[src/rtl/recorder_pkg.sv]
// Shared types for the recorder control block: event decoding,
// FSM state encoding and playback speed modes.
package recorder_pkg;

    localparam int ADDR_W_DEF = 20;

    localparam int CODE_MSB   = 15;
    localparam int CODE_LSB   = 12;
    localparam int SPEED_MSB  = 11;
    localparam int SPEED_LSB  = 10;
    localparam int PARAM_MSB  = 9;
    localparam int PARAM_LSB  = 6;
    localparam int INTERP_BIT = 5;

    typedef enum logic [3:0] {
        EV_NONE   = 4'd0,
        EV_PLAY   = 4'd1,
        EV_PAUSE  = 4'd2,
        EV_STOP   = 4'd3,
        EV_RECORD = 4'd4,
        EV_SPEED  = 4'd5
    } ev_code_e;

    typedef enum logic [2:0] {
        ST_IDLE       = 3'd0,
        ST_PLAY       = 3'd1,
        ST_PAUSE_PLAY = 3'd2,
        ST_RECORD     = 3'd3,
        ST_PAUSE_REC  = 3'd4
    } state_e;

    typedef enum logic [1:0] {
        SP_NORMAL = 2'd0,
        SP_FAST   = 2'd1,
        SP_SLOW   = 2'd2,
        SP_RSVD   = 2'd3
    } speed_e;

endpackage

[src/rtl/recorder_ctrl_stepper.sv]
// Playback pointer advance: computes the next pointer/phase for one
// sample tick and flags when the advance reaches the recorded end.
module recorder_ctrl_stepper
    import recorder_pkg::*;
#(
    parameter int ADDR_W = ADDR_W_DEF
) (
    input  logic [ADDR_W-1:0] i_ptr,
    input  logic [2:0]        i_phase,
    input  speed_e            i_mode,
    input  logic [3:0]        i_factor,
    input  logic [ADDR_W-1:0] i_end,
    output logic [ADDR_W-1:0] o_next_ptr,
    output logic [2:0]        o_next_phase,
    output logic              o_end_hit
);

    localparam int SW = ADDR_W + 1;

    logic [ADDR_W:0] w_inc;
    logic [ADDR_W:0] w_sum;

    always_comb begin
        w_inc        = '0;
        o_next_phase = '0;
        unique case (i_mode)
            SP_FAST: w_inc = SW'(i_factor);
            SP_SLOW: begin
                if ({1'b0, i_phase} == i_factor - 4'd1)
                    w_inc = SW'(1);
                else
                    o_next_phase = i_phase + 3'd1;
            end
            default: w_inc = SW'(1);
        endcase
        // One bit wider than the address so a wrap still counts as past the end
        w_sum = {1'b0, i_ptr} + w_inc;
    end

    assign o_next_ptr = w_sum[ADDR_W-1:0];
    assign o_end_hit  = w_sum >= {1'b0, i_end};

endmodule

[src/rtl/recorder_ctrl.sv]
// Recorder transport FSM: record/play/pause/stop, SRAM pointer,
// recorded length and per-sample memory requests.
module recorder_ctrl
    import recorder_pkg::*;
#(
    parameter int ADDR_W   = ADDR_W_DEF,
    parameter int MAX_ADDR = 2**ADDR_W - 1
) (
    input  logic              i_clk,
    input  logic              i_rst,
    input  logic [15:0]       i_input_event,
    input  logic              i_sample_tick,
    output logic [2:0]        o_state,
    output logic [ADDR_W-1:0] o_mem_addr,
    output logic              o_rec_req,
    output logic              o_play_req,
    output logic [ADDR_W-1:0] o_end_addr,
    output logic [1:0]        o_speed_mode,
    output logic [3:0]        o_speed_factor,
    output logic [2:0]        o_slow_phase,
    output logic              o_interpol,
    output logic              o_done,
    output logic              o_full
);

    state_e            r_state;
    state_e            w_next_state;
    logic [ADDR_W-1:0] r_ptr;
    logic [ADDR_W-1:0] r_addr;
    logic [ADDR_W-1:0] r_end;
    logic [2:0]        r_phase;
    logic [2:0]        r_slow_phase;
    logic [2:0]        r_param;
    speed_e            r_mode;
    logic              r_interp;
    logic              r_rec_req;
    logic              r_play_req;
    logic              r_done;
    logic              r_full;

    logic [3:0]        w_code;
    speed_e            w_speed;
    logic [2:0]        w_param;
    logic              w_interp;
    logic              w_evt;
    logic              w_ev_play;
    logic              w_ev_pause;
    logic              w_ev_stop;
    logic              w_ev_rec;
    logic              w_tick;
    logic              w_max;
    logic [3:0]        w_factor;
    logic [3:0]        w_new_factor;
    logic [ADDR_W-1:0] w_next_ptr;
    logic [2:0]        w_next_phase;
    logic              w_end_hit;
    logic              w_unused_bits;

    assign w_code   = i_input_event[CODE_MSB:CODE_LSB];
    assign w_speed  = speed_e'(i_input_event[SPEED_MSB:SPEED_LSB]);
    assign w_param  = i_input_event[PARAM_LSB+2:PARAM_LSB];
    assign w_interp = i_input_event[INTERP_BIT];
    assign w_unused_bits = ^{i_input_event[PARAM_MSB], i_input_event[4:0]};

    assign w_evt      = (w_code >= EV_PLAY) && (w_code <= EV_SPEED);
    assign w_ev_play  = w_code == EV_PLAY;
    assign w_ev_pause = w_code == EV_PAUSE;
    assign w_ev_stop  = w_code == EV_STOP;
    assign w_ev_rec   = w_code == EV_RECORD;

    // An event wins over a coincident tick; back-to-back requests are blocked
    assign w_tick = i_sample_tick & ~w_evt & ~r_rec_req & ~r_play_req;

    assign w_factor     = {1'b0, r_param} + 4'd1;
    assign w_new_factor = {1'b0, w_param} + 4'd1;
    assign w_max        = r_ptr == ADDR_W'(MAX_ADDR);

    recorder_ctrl_stepper #(
        .ADDR_W (ADDR_W)
    ) u_stepper (
        .i_ptr        (r_ptr),
        .i_phase      (r_phase),
        .i_mode       (r_mode),
        .i_factor     (w_factor),
        .i_end        (r_end),
        .o_next_ptr   (w_next_ptr),
        .o_next_phase (w_next_phase),
        .o_end_hit    (w_end_hit)
    );

    always_ff @(posedge i_clk or negedge i_rst) begin
        if (!i_rst)
            r_state <= ST_IDLE;
        else
            r_state <= w_next_state;
    end

    always_comb begin
        w_next_state = r_state;
        unique case (r_state)
            ST_IDLE: begin
                if (w_ev_play && r_end != '0)
                    w_next_state = ST_PLAY;
                else if (w_ev_rec)
                    w_next_state = ST_RECORD;
            end
            ST_PLAY: begin
                if (w_ev_pause)
                    w_next_state = ST_PAUSE_PLAY;
                else if (w_ev_stop)
                    w_next_state = ST_IDLE;
                else if (w_tick && w_end_hit)
                    w_next_state = ST_IDLE;
            end
            ST_PAUSE_PLAY: begin
                if (w_ev_play)
                    w_next_state = ST_PLAY;
                else if (w_ev_stop)
                    w_next_state = ST_IDLE;
            end
            ST_RECORD: begin
                if (w_ev_pause)
                    w_next_state = ST_PAUSE_REC;
                else if (w_ev_stop)
                    w_next_state = ST_IDLE;
                else if (w_tick && w_max)
                    w_next_state = ST_IDLE;
            end
            ST_PAUSE_REC: begin
                if (w_ev_rec)
                    w_next_state = ST_RECORD;
                else if (w_ev_stop)
                    w_next_state = ST_IDLE;
            end
            default: w_next_state = ST_IDLE;
        endcase
    end

    always_comb begin
        o_state        = r_state;
        o_mem_addr     = r_addr;
        o_rec_req      = r_rec_req;
        o_play_req     = r_play_req;
        o_end_addr     = r_end;
        o_speed_mode   = r_mode;
        o_speed_factor = w_factor;
        o_slow_phase   = r_slow_phase;
        o_interpol     = r_interp;
        o_done         = r_done;
        o_full         = r_full;
    end

    always_ff @(posedge i_clk or negedge i_rst) begin
        if (!i_rst) begin
            r_ptr        <= '0;
            r_addr       <= '0;
            r_end        <= '0;
            r_phase      <= '0;
            r_slow_phase <= '0;
            r_param      <= '0;
            r_mode       <= SP_NORMAL;
            r_interp     <= 1'b0;
            r_rec_req    <= 1'b0;
            r_play_req   <= 1'b0;
            r_done       <= 1'b0;
            r_full       <= 1'b0;
        end else begin
            r_rec_req  <= 1'b0;
            r_play_req <= 1'b0;
            r_done     <= 1'b0;
            r_full     <= 1'b0;
            if (w_evt) begin
                r_mode   <= w_speed;
                r_param  <= w_param;
                r_interp <= w_interp;
                if ({1'b0, r_phase} >= w_new_factor)
                    r_phase <= '0;
                if (w_ev_stop || (r_state == ST_IDLE && w_ev_play)) begin
                    r_ptr   <= '0;
                    r_phase <= '0;
                end
                if (r_state == ST_IDLE && w_ev_rec) begin
                    r_ptr <= '0;
                    r_end <= '0;
                end
            end else if (w_tick) begin
                if (r_state == ST_RECORD) begin
                    r_rec_req <= 1'b1;
                    r_addr    <= r_ptr;
                    r_end     <= r_ptr + 1'b1;
                    if (w_max) begin
                        r_full <= 1'b1;
                        r_ptr  <= '0;
                    end else begin
                        r_ptr <= r_ptr + 1'b1;
                    end
                end else if (r_state == ST_PLAY) begin
                    r_play_req   <= 1'b1;
                    r_addr       <= r_ptr;
                    r_slow_phase <= r_phase;
                    if (w_end_hit) begin
                        r_done  <= 1'b1;
                        r_ptr   <= '0;
                        r_phase <= '0;
                    end else begin
                        r_ptr   <= w_next_ptr;
                        r_phase <= w_next_phase;
                    end
                end
            end
        end
    end

endmodule

[config.mk]
export PLATFORM = sky130hd
export DESIGN_NAME = recorder_ctrl
export DESIGN_NICKNAME = d
export VERILOG_FILES = /design/src/rtl/recorder_pkg.sv /design/src/rtl/recorder_ctrl_stepper.sv /design/src/rtl/recorder_ctrl.sv
export SDC_FILE = /design/constraint.sdc
export NUM_CORES = 1
export LEC_CHECK = 0
export BUFFER_PORTS_ARGS = -buffer_cell sky130_fd_sc_hd__buf_2
export CAP_MARGIN = 30
export CELL_PAD_IN_SITES_DETAIL_PLACEMENT = 0
export CELL_PAD_IN_SITES_GLOBAL_PLACEMENT = 1
export CORE_UTILIZATION = 44
export CTS_BUF_LIST = sky130_fd_sc_hd__clkbuf_8 sky130_fd_sc_hd__clkbuf_16
export CTS_CLUSTER_DIAMETER = 40
export CTS_CLUSTER_SIZE = 12
export DETAILED_ROUTE_END_ITERATION = 10
export PLACE_DENSITY_LB_ADDON = 0.3
export SETUP_SLACK_MARGIN = 0.5
export SLEW_MARGIN = 20
export SYNTH_ARGS = -nofsm -noshare
export SYNTH_HDL_FRONTEND = slang
export SYNTH_HIERARCHICAL = 1
export SYNTH_SLANG_ARGS = --single-unit
[constraint.sdc]
create_clock -name i_clk -period 6.87 [get_ports i_clk]
set_clock_uncertainty 0.05 [all_clocks]
set_input_delay 1.0305 -clock i_clk [delete_from_list [all_inputs] [get_ports i_clk]]
set_output_delay 1.0305 -clock i_clk [all_outputs]
set_load 0.01 [all_outputs]
==> metrics.md <==
| Metric | Value |
|---|---|
| Status | finished clean |
| Antenna violations before repair | 0 |
| Most frequent cells in the layout | nand2_1, dfrtp_1, buf_2 |
| Final nets | 688 |
| Sequential share of the synthesized area | 38.3% |
| Part of the cycle the worst path needs | 88.6% |
| Max VDD drop | 0.143 mV |
| Clk root buf | clkbuf_16 |
| HPWL Detailed | 10000 um |
| All-Layer GR Usage | 25.3% |
| Synth warn | 6 |
| Ratio of cells with drive above 1 in the final layout | 18.6% |
| First-pass GRT wire length | 22700 um |
| Post-detailed-route count of antenna-violating nets | 0 |
| Setup CP Type | flop to flop |
| Sequential power share | 38.0% |
| # IOs | 76 |
| Clk pwr share | 31.5% |
| Comb pwr share | 30.5% |
| CTS tree | built |
| CTS Buf Count | 9 |
| Mean Syn Cell Area | 9.10 um^2 |
| Die Y | 110 um |
| Die ar. | 0.0122 mm^2 |
| RR Startpoint | r_param[0] |
| H-tree depth | 3 |
| DRC violations left | 0 |
| Synth cell types | 68 |
| Worst setup EP type | flop |
| Diode count | 0 |
| Routed vias | 4569 |
| Pin count of the biggest net entering global routing | 45 |
| Post-route setup TNS | 0 ns |
| Port bufs | 69 |
| Final WL | 14200 um |
| Drt pass-1 iters | 5 |
| Area growth syn-to-layout | 15.6% |
| Worst slew pin tran | 0.928 ns |
| Slew margin rel. | 37.9% |
| Core area | 0.0114 mm^2 |
| Sw frac | 35.2% |
| Most common cell after layout, fill and taps aside | nand2_1 |
| Worst hold start | o_mem_addr[4] |
| Worst EP required | 7.09 ns |
| Crit-path max FO | 8 |
| Leakage power figure | 2.95 nW |
| Min-delay worst type | flop to flop |
| FF+latch count, synth | 79 |
| Area post-placement | 0.00566 mm^2 |
| Total grt overflow | 0 |
| Slew Limit Fails | 0 |
| Number of global-route vias before repair | 4350 |
| Gpl congestion | 0.888 |
| Syn_nets | 621 |
| Mapped Area | 0.00516 mm^2 |
| # setup viols final | 0 |
| Sw Pwr | 0.000536 W |
| FP Rows | 39 |
| Postcts setup bufs | 0 |
| Number of synthesized flops with an enable pin | 0 |
| Max-Cap Viols | 0 |
| CP arrival | 6.31 ns |
| Fmax | 164 MHz |
| Drt first-iter violations | 310 |
| Num Clock Sinks | 79 |
| Internal power | 0.000988 W |
| Critical path origin | r_param[0] |
| DIE WIDTH | 110 um |
| Max clock buf depth | 2 |
| Prevailing post-synth register cell | dfrtp_1 |
| Clock-pin slew on the worst setup and hold paths | 0.06 ns |
| Total power per unit cell area | 255 mW/mm^2 |
| WL/cell | 18.1 um |
| Vias/cell | 5.84 |
| CP Launch Type | flop |
| Later-pin clock latency in the skew report | 0.35 ns |
| Share of synthesized registers carrying an async set or reset | 100% |
| Post-Synthesis Cells | 567 |
| Final Cell Area | 0.00597 mm^2 |
| Initial Util | 45.2% |
| RSZ-0062 raised after global routing | true |
| Hold Vio Cnt, Final | 0 |
| Post-layout min period | 6.09 ns |
## critical path, stage by stage, from the launching register on
cell and delay (ns):
dfrtp_1 0.40, ha_1 0.35, inv_1 0.06, ha_1 0.19
xor2_1 0.18, o31ai_2 0.26, nand4_1 0.12, nand2_1 0.09
ha_1 0.19, inv_1 0.07, fa_1 0.40, nand2b_1 0.18
o2bb2ai_2 0.19, nor3_4 0.34, nand3_1 0.15, xnor2_1 0.25
ha_1 0.29, and3_1 0.20, a221o_1 0.35, a221o_1 0.30
a311o_2 0.42, buf_4 0.21, nor4_4 0.34, buf_4 0.24
a22oi_1 0.08, o21ai_0 0.11
## kinds of logic after synthesis
family | count (synthesis) | synth area share (%)
and+or+nand+nor | 215 | 22.1
AOI/OAI and AO/OA | 127 | 18.0
DFF | 79 | 38.3
buffers and inverters | 68 | 5.40
xor gates and xnor gates | 38 | 6.45
adders and majority gates | 35 | 8.63
muxes | 5 | 1.09
## final timing paths
check	end	slack (ns)	depth (start not counted)
max in group asynchronous	o_mem_addr[1]	5.58	2
worst max-delay path	r_ptr[5]	0.78	25
min in group asynchronous	o_end_addr[14]	0.60	1
worst min-delay path	o_mem_addr[4]	0.42	2
worst min register to register	o_mem_addr[4]	0.42	2
worst max register to register	r_ptr[5]	0.78	25
## metrics by stage
| step | hold WS, ns | util, % | std cells | setup slack [ns] | total power (W) |
|---|---|---|---|---|---|
| floorplan | 0.442 | - | 567 | 1.64 | 0.000882 |
| global placement | 0.404 | 49.3 | 764 | 0.996 | 0.00103 |
| detailed placement | 0.408 | 49.5 | 765 | 0.818 | 0.00104 |
| CTS | 0.424 | 52.1 | 781 | 0.784 | 0.00153 |
| global route | 0.453 | 52.3 | 782 | 0.505 | 0.00162 |
| finish | 0.418 | 52.3 | 782 | 0.780 | 0.00152 |
## power by group through the flow
stage          registers [W]  logic (W)  clock network [W]
3_5_place_dp        0.000586   0.000455                  0
3_3_place_gp        0.000584   0.000441                  0
5_1_grt             0.000589   0.000518           0.000509
4_1_cts             0.000578   0.000458           0.000493
6_report            0.000578   0.000465           0.000480
2_1_floorplan       0.000580   0.000302                  0
## per-layer routing
layer	share of wire (%)	global-route usage [%]	vias up
met1	46	34.5	2194
met5	0	0	-
li1	-	-	2172
met2	45	37.9	173
met3	6.5	5.00	30
met4	3.0	12.9	0
## area by class of cell
cell class / count / area, um^2
clock buffers: 9 / 225
clock inverters: 7 / 66.3
fillers: 1150 / 5450
inverters: 48 / 180
multi-input cells: 420 / 2920
flip-flops and latches: 79 / 1980
well taps: 143 / 179
repair buffers: 76 / 418
## cell usage after synthesis (all sizes together), types with 8 or more instances
cell | number | share of area, %
buf | 10 | 1.2
nand3 | 21 | 2.2
nor3b | 13 | 1.9
nand2 | 83 | 6.1
nor4 | 11 | 1.7
nand4 | 11 | 1.6
dfrtp | 79 | 38
a21o | 9 | 1.3
inv | 48 | 3.5
nor3 | 12 | 1.7
ha | 34 | 8.2
clkbuf | 10 | 0.73
a22o | 10 | 1.7
o21ai | 26 | 2.5
xnor2 | 20 | 3.4
nor2 | 28 | 2.0
xor2 | 18 | 3.1
o2bb2ai | 11 | 2.0
and3 | 8 | 0.97
a21oi | 19 | 1.8
## sequential cells by signal (all words and copies together) (netlist names), 2 cells and up
register and count:
o_end_addr 20, o_mem_addr 20, r_ptr 20, o_slow_phase 3
o_state 3, r_param 3, r_phase 3, o_speed_mode 2
## repair_timing
| action | CTS | global route |
|---|---|---|
| gates resized for setup | 0 | 4 |
| hold buffers | 0 | 0 |
| endpoints found under the setup margin | 0 | 9 |
(Power assumes the default switching activity.)
